### src/rtl/object_package.sv
// Shared types for the game objects: the match phase enumeration and sequencing constants.
package object_package;

  typedef enum logic [2:0] {
    TITLE = 3'd0,
    SERVE = 3'd1,
    PLAY  = 3'd2,
    POINT = 3'd3,
    OVER  = 3'd4
  } game_phase_t;

  localparam int COUNTDOWN_W = 2;
  localparam int POINT_CNT_W = 2;

endpackage

### src/rtl/sec_prescaler.sv
// Divides frame_tick pulses down to one sec_tick per FRAMES_PER_SEC frames; clear restarts the count.
module sec_prescaler #(
  parameter int FRAMES_PER_SEC = 60
) (
  input  logic clk,
  input  logic rst_n,
  input  logic clear,
  input  logic frame_tick,
  output logic sec_tick
);

  localparam int CW = (FRAMES_PER_SEC > 1) ? $clog2(FRAMES_PER_SEC) : 1;
  localparam logic [CW-1:0] LAST = CW'(FRAMES_PER_SEC - 1);

  logic [CW-1:0] cnt_q, cnt_d;

  // sec_tick ignores clear so the caller can use it to decide a state change without a loop;
  // the count wraps to zero on that tick anyway.
  assign sec_tick = frame_tick && (cnt_q == LAST);

  always_comb begin
    cnt_d = cnt_q;
    if (clear) begin
      cnt_d = '0;
    end else if (frame_tick) begin
      cnt_d = (cnt_q == LAST) ? '0 : cnt_q + CW'(1);
    end
  end

  always_ff @(posedge clk or negedge rst_n) begin
    if (!rst_n) begin
      cnt_q <= '0;
    end else begin
      cnt_q <= cnt_d;
    end
  end

endmodule

### src/rtl/match_sequencer.sv
// Match phase sequencer: title, serve countdown, play, point pause and game over, with registered controls.
module match_sequencer
  import object_package::*;
#(
  parameter int FRAMES_PER_SEC = 60,
  parameter int SERVE_SECS     = 3,
  parameter int POINT_SECS     = 1
) (
  input  logic                   clk,
  input  logic                   rst_n,
  input  logic                   frame_tick,
  input  logic                   start_btn,
  input  logic                   out_left,
  input  logic                   out_right,
  input  logic                   gameover,
  output game_phase_t            phase,
  output logic                   ball_hold,
  output logic                   ball_reset,
  output logic                   score_clear,
  output logic                   serve_dir,
  output logic [COUNTDOWN_W-1:0] countdown
);

  localparam logic [COUNTDOWN_W-1:0] SERVE_LOAD = COUNTDOWN_W'(SERVE_SECS);
  localparam logic [POINT_CNT_W-1:0] POINT_LAST = POINT_CNT_W'(POINT_SECS - 1);

  game_phase_t             phase_q, phase_d;
  logic                    ball_hold_q, ball_hold_d;
  logic                    ball_reset_q, ball_reset_d;
  logic                    score_clear_q, score_clear_d;
  logic                    serve_dir_q, serve_dir_d;
  logic [COUNTDOWN_W-1:0]  countdown_q, countdown_d;
  logic [POINT_CNT_W-1:0]  point_cnt_q, point_cnt_d;
  logic                    start_prev_q;
  logic                    start_evt;
  logic                    sec_tick;
  logic                    phase_change;

  assign start_evt    = start_btn && !start_prev_q;
  assign phase_change = (phase_d != phase_q);

  sec_prescaler #(
    .FRAMES_PER_SEC(FRAMES_PER_SEC)
  ) u_prescaler (
    .clk       (clk),
    .rst_n     (rst_n),
    .clear     (phase_change),
    .frame_tick(frame_tick),
    .sec_tick  (sec_tick)
  );

  always_comb begin
    phase_d       = phase_q;
    ball_reset_d  = 1'b0;
    score_clear_d = 1'b0;
    serve_dir_d   = serve_dir_q;
    countdown_d   = countdown_q;
    point_cnt_d   = point_cnt_q;

    case (phase_q)
      TITLE: begin
        if (start_evt) begin
          phase_d       = SERVE;
          countdown_d   = SERVE_LOAD;
          score_clear_d = 1'b1;
          ball_reset_d  = 1'b1;
        end
      end
      SERVE: begin
        if (sec_tick) begin
          if (countdown_q <= COUNTDOWN_W'(1)) begin
            phase_d     = PLAY;
            countdown_d = '0;
          end else begin
            countdown_d = countdown_q - COUNTDOWN_W'(1);
          end
        end
      end
      PLAY: begin
        if (gameover) begin
          phase_d = OVER;
        end else if (out_left || out_right) begin
          phase_d     = POINT;
          point_cnt_d = '0;
          // A double exit in one frame alternates the serve rather than favouring a side.
          if (out_left && out_right) begin
            serve_dir_d = !serve_dir_q;
          end else begin
            serve_dir_d = out_right;
          end
        end
      end
      POINT: begin
        if (gameover) begin
          phase_d = OVER;
        end else if (sec_tick) begin
          if (point_cnt_q == POINT_LAST) begin
            phase_d      = SERVE;
            countdown_d  = SERVE_LOAD;
            ball_reset_d = 1'b1;
          end else begin
            point_cnt_d = point_cnt_q + POINT_CNT_W'(1);
          end
        end
      end
      OVER: begin
        if (start_evt) begin
          phase_d       = TITLE;
          score_clear_d = 1'b1;
        end
      end
      default: begin
        phase_d     = TITLE;
        countdown_d = '0;
      end
    endcase

    ball_hold_d = (phase_d != PLAY);
  end

  always_ff @(posedge clk or negedge rst_n) begin
    if (!rst_n) begin
      phase_q       <= TITLE;
      ball_hold_q   <= 1'b1;
      ball_reset_q  <= 1'b0;
      score_clear_q <= 1'b0;
      serve_dir_q   <= 1'b0;
      countdown_q   <= '0;
      point_cnt_q   <= '0;
      start_prev_q  <= 1'b0;
    end else begin
      phase_q       <= phase_d;
      ball_hold_q   <= ball_hold_d;
      ball_reset_q  <= ball_reset_d;
      score_clear_q <= score_clear_d;
      serve_dir_q   <= serve_dir_d;
      countdown_q   <= countdown_d;
      point_cnt_q   <= point_cnt_d;
      start_prev_q  <= start_btn;
    end
  end

  assign phase       = phase_q;
  assign ball_hold   = ball_hold_q;
  assign ball_reset  = ball_reset_q;
  assign score_clear = score_clear_q;
  assign serve_dir   = serve_dir_q;
  assign countdown   = countdown_q;

endmodule

### config.mk
export PLATFORM = sky130hd
export DESIGN_NAME = match_sequencer
export DESIGN_NICKNAME = d
export VERILOG_FILES = /design/src/rtl/object_package.sv /design/src/rtl/sec_prescaler.sv /design/src/rtl/match_sequencer.sv
export SDC_FILE = /design/constraint.sdc
export NUM_CORES = 1
export LEC_CHECK = 0
export BUFFER_PORTS_ARGS = -buffer_cell sky130_fd_sc_hd__buf_2
export CORE_MARGIN = 2
export CORE_UTILIZATION = 55
export CTS_BUF_LIST = sky130_fd_sc_hd__clkbuf_4
export CTS_CLUSTER_SIZE = 25
export DETAILED_ROUTE_END_ITERATION = 8
export HOLD_SLACK_MARGIN = 0.15
export PLACE_DENSITY = 0.78
export SLEW_MARGIN = 10
export SYNTH_ARGS = -nofsm -noshare
export SYNTH_HDL_FRONTEND = slang
export SYNTH_SLANG_ARGS = --single-unit
### constraint.sdc
create_clock -name clk -period 4.2 [get_ports clk]
set_input_delay 0.63 -clock clk [delete_from_list [all_inputs] [get_ports clk]]
set_output_delay 0.63 -clock clk [all_outputs]
set_load 0.02 [all_outputs]
# [Yosys cells after proc, flatten, opt, wreduce, memory -nomap -nowiden]
# Cells that the tools add are included.
[classes] n_mul=0 order_cmp=1 eq_ne=15 bitwise=2 muxes=33 div_mod_pow=0 shift=0 reduce_logical=15 n_addsub=3
[op_table] operator="3-bit two-way mux" n=9
[op_table] operator="2-bit two-way mux" n=11
[op_table] operator="6-bit two-way mux" n=3
[op_table] operator="2-bit != test, second input constant" n=8
[op_table] operator="3-bit one-hot mux with 5 select lines" n=1
[op_table] operator="6-bit AND reduction" n=2
[op_table] operator="2-bit one-hot mux with 4 select lines" n=1
[op_table] operator="6-bit by 1-bit adder with 6-bit output, second input constant" n=1
[op_table] operator="3-bit by 2-bit == test with 1-bit output, second input constant" n=2
[op_table] operator="6-bit == test, second input constant" n=1
[op_table] operator="1-bit two-way mux" n=6
[op_table] operator="2-bit one-hot mux with 2 select lines" n=1
[op_table] operator="2-bit nonzero test" n=2
[op_table] operator="2-bit OR reduction" n=2
[op_table] operator="3-bit by 1-bit == test with 1-bit output, second input constant" n=1
[op_table] operator="3-bit == test, second input constant" n=1
[op_table] operator="1-bit logical AND" n=3
[op_table] operator="3-bit logical NOT" n=1
[op_table] operator="3-bit by 2-bit != test with 1-bit output, second input constant" n=1
[op_table] operator="3-bit != test" n=1
[op_table] operator="3-bit AND reduction" n=1
[op_table] operator="2-bit by 1-bit adder with 2-bit output, second input constant" n=1
[op_table] operator="2-bit by 1-bit less-or-equal comparator with 1-bit output, second input constant" n=1
[op_table] operator="1-bit logical NOT" n=2
[op_table] operator="5 further kinds" n=6
[totals] latch_bits=0 mem_bits_rw=0 n_memories=0 output_inout_bits=9 inputBits=7 register_bits=18 rom_bits=0

# [Longest topological paths before layout]
[depth] ltp_word=7 depth_mapped=6 mapped_depth_nobuf=6

# [Cells and area by module]
# A second synthesis with hierarchy kept.
[unflattened] cells_unflattened=110 area_unflattened_um2=1033.5
[by_module_without_submodules] mod="match_sequencer" instances=1 cells_per_inst=77 seq_area_each_um2=301.5 area_each_um2=704.4
[by_module_without_submodules] mod="sec_prescaler" instances=1 cells_per_inst=33 seq_area_each_um2=150.1 area_each_um2=329.1

# [Worst setup path before layout]
# OpenSTA, ideal clock, no wires.
[synth_timing] path_kind="input-to-reg" startpoint="input gameover" endpoint="register point_cnt_q[0]" arrival_time_ps=1403 stages=4 setup_ps=120 setup_slack_ps=2678 n_path_buf=0 path_cell_list="or3b_1 -> o22ai_2 -> o2bb2ai_1 -> a31o_1"
[synth_between] elab_chain_cells=2
[synth_lines] item="from (decl)" line="match_sequencer.sv:15" rtl="input logic gameover,"
[synth_lines] item="2-bit != test (no source line)"
[synth_lines] item="6-bit AND reduction (no source line) *"
[synth_lines] item="to (signal assigned)" line="match_sequencer.sv:138" rtl="point_cnt_q <= point_cnt_d;"
[synth_lines] item="to (decl)" line="match_sequencer.sv:33" rtl="logic [POINT_CNT_W-1:0] point_cnt_q, point_cnt_d;"
# Every way passes the cells marked *; elsewhere a longest branch is shown, timed or not.
# A chain may end at the register's enable or synchronous reset.

# [Worst setup path after layout]
[layout_timing] startpoint="register phase_q[1] (netlist: phase[1])" endpoint="output phase[1]"
[layout_lines] item="from (decl)" line="match_sequencer.sv:27" rtl="game_phase_t phase_q, phase_d;"
[layout_lines] item="from (signal assigned)" line="match_sequencer.sv:132" rtl="phase_q <= phase_d;"
[layout_lines] item="to (decl)" line="match_sequencer.sv:16" rtl="output game_phase_t phase,"
# No word-level cell between the ends.

==> impl_metrics.csv <==
group,metric,value,unit
synthesis,synth_top_area_cell,"dfrtp_1",
synthesis,syn_area,1080,sq um
sta,finalHoldViolCount,0,
clocking,clock_latency,290,ps
sta,rsz0062_at_grt,"false",
route,firstDrtPassIters,4,
clocking,postCtsSetupBuffers,0,
global_route,grt_first_pass_wirelength,3830,um
cells_and_area,diodes,0,
sta,period_share,44.2,%
clocking,cts_buffers,3,
route,vias,920,
global_route,antenna_found_initial,0,
sta,setup_tns,0,ps
synthesis,ys_top_cells_by_area,"dfrtp_1 (39%), nor2_1 (4.9%), nand2_1 (3.8%)",
pwr,leakagePower,0.515,nW
setup_path,crit_fanout,17,
die,die_w,48.3,um
synthesis,avgSynthCellArea,9.47,sq um
setup_path,cp_data_required_time,3570,ps
sta,final_max_slew_viol_count,0,
die,start_util,56.8,%
place,port_buffers,15,
synthesis,synth_cell_types,43,
cells_and_area,multiInputGateArea,588,sq um
setup_path,critical_path.max_stage_delay,680,ps
synthesis,syn_nets,123,
cells_and_area,syn_to_final_growth,10.5,%
route,viasPerCell,5.90,
synthesis,syn-instance-count,114,
worst_hold_path,hold_class,"primary input to async pin",
synthesis,synth_commonest_cells,"dfrtp_1 (17), nor2_1 (14), nand2_1 (11)",
run_status,outcome,"finished, final reports clean",
setup_path,start_kind,"register",
pwr,power_density,451,nW/um^2
clocking,path_clk_slew,100,ps
synthesis,synth-seq-area-share,41.8,%
setup_path,crit_path_end_kind,"primary output",
die,die_h,48.3,um
setup_path,cp_slowest_cell,"dfrtp_1",
global_route,grt_max_degree,19,
clocking,cts_tree,"built",
route,wl_per_cell,14.1,um
synthesis,synth_most_common_cell,"dfrtp_1",
sta,slew_headroom,65.7,%
place,dp.cells,152,
setup_path,crit_buf_inv,1,
clocking,cts_sinks,18,
pwr,power.total,0.538,mW
global_route,grt_pass1_vias,891,
cells_and_area,layout-drive-gt1-share,18.6,%
synthesis,synth_edf_count,0,
die,fp.dieArea,2330,sq um
route,drtAntennaViolNets,0,
clocking,post_cts_resized,0,
clocking,cts-root-buf,"clkbuf_4",
clocking,cts.htree.levels,1,
cells_and_area,stdcell_count,156,
die,core-area,1900,sq um
synthesis,yosysWarnings,0,
synthesis,synth.top_cell.area_share,39.4,%
die,io-pin-count,16,
sta,worst_clock_skew,1.23,ps
clocking,postCtsHoldBufs,0,
synthesis,ys_ff_latch,18,
sta,fin_crit,1860,ps
route,post-route-drc-count,0,
route,drt_wl_total,2210,um
setup_path,crit_type,"register to primary output",
sta,max_freq,0.538,GHz
sta,setup_viol,0,
cells_and_area,regArea,452,sq um
clocking,clockBufferDepth,2,
setup_path,cp.arrival,1230,ps
job,maxCapViolCount,0,
place,place.detailed.hpwl,1560,um
global_route,grt_usage,20.4,%
synthesis,synth-main-ff-cell,"dfrtp_1",
synthesis,ys_async_sr_fraction,100,%
route,drt_iter0_drc,10,
setup_path,cpLargestDelayFamily,"flip-flops",
die,fp-row-count,16,
cells_and_area,fillCellCount,170,
pwr,ir_drop,276,uV
setup_path,crit_chain,"buf_2",
place,finalWeightedCongestion,0.834,
sta,tightest_slew,515,ps
cells_and_area,nets,139,
global_route,grt_overflow_total,0,
[power by group]
part | switching [mW] | internal (mW)
registers | 0.0531 | 0.211
clock network | 0.0519 | 0.0345
logic | 0.101 | 0.0865
total | 0.206 | 0.332
[cells in the final DEF, fill, tap and decap left out, types with 2 or more instances in the layout]
cell	count
nor2_1	14
and2_1	2
nand4_1	2
o21ai_0	2
nor2b_1	3
xor2_1	3
buf_2	15
o2bb2ai_1	2
nand2_1	11
a31o_1	2
or3b_1	2
a311oi_1	2
nand3b_1	3
ha_1	2
o31ai_1	3
o21a_1	2
inv_1	5
dfrtp_1	17
a21oi_1	7
clkbuf_4	3
nand2b_1	5
[flip-flops by register name, indices dropped and copies added, names as in the netlist]
name	cells
countdown	2
phase	3
serve_dir	1
ball_hold	1
start_prev_q	1
ball_reset	1
u_prescaler.cnt_q	6
point_cnt_q	2
score_clear	1
[cells by family (layout without fill, tap and decap cells)]
group / after synthesis / in the layout / share of synthesized area [%]
and+or+nand+nor: 49 / 49 / 25.7
AOI/OAI and AO/OA: 32 / 32 / 23.2
DFF: 18 / 18 / 41.8
buffers and inverters: 9 / 24 / 3.71
xor gates and xnor gates: 4 / 4 / 3.25
adders and majority gates: 2 / 2 / 2.32
[worst paths after layout]
| kind | slack, ps | startpoint | to | cells after the start |
|---|---|---|---|---|
| setup reg to reg | 2470 | phase[0] | ball_hold | 4 |
| hold reg to reg | 520 | serve_dir | serve_dir | 2 |
| hold / removal | 250 | rst_n | u_prescaler.cnt_q[3] | 1 |
| setup / recovery | 2340 | phase[1] | phase[1] | 1 |
| min in group clk | 480 | start_btn | start_prev_q | 1 |
| max in group asynchronous | 3630 | rst_n | ball_hold | 1 |
[final cells by class]
type / count / area share, %
clock inverter: 1 / 0.314
tap: 27 / 2.83
sequential: 18 / 37.8
clock buffer: 3 / 1.89
inverter: 5 / 1.57
timing repair buffer: 15 / 6.29
multi-input combinational: 87 / 49.3
[metrics by stage]
| step | area (sq um) | util, % | hold WS [ps] | worst slack (ps) |
|---|---|---|---|---|
| after floorplan | 1080 | - | 334 | 2680 |
| after global placement | 1170 | 61.4 | 485 | 2460 |
| after detailed placement | 1170 | 61.4 | 499 | 2440 |
| after CTS | 1190 | 62.8 | 260 | 2320 |
| after global routing | 1190 | 62.8 | 267 | 2250 |
| final | 1190 | 62.8 | 250 | 2340 |
[per-layer routing]
layer	share of wire, %	vias up	GRT usage [%]
met4	0.91	0	7.14
met3	4.0	4	4.32
met5	0	-	0
met1	49	453	25.5
met2	46	19	35.2
li1	-	444	-
Power figures use the tool's default switching activity.
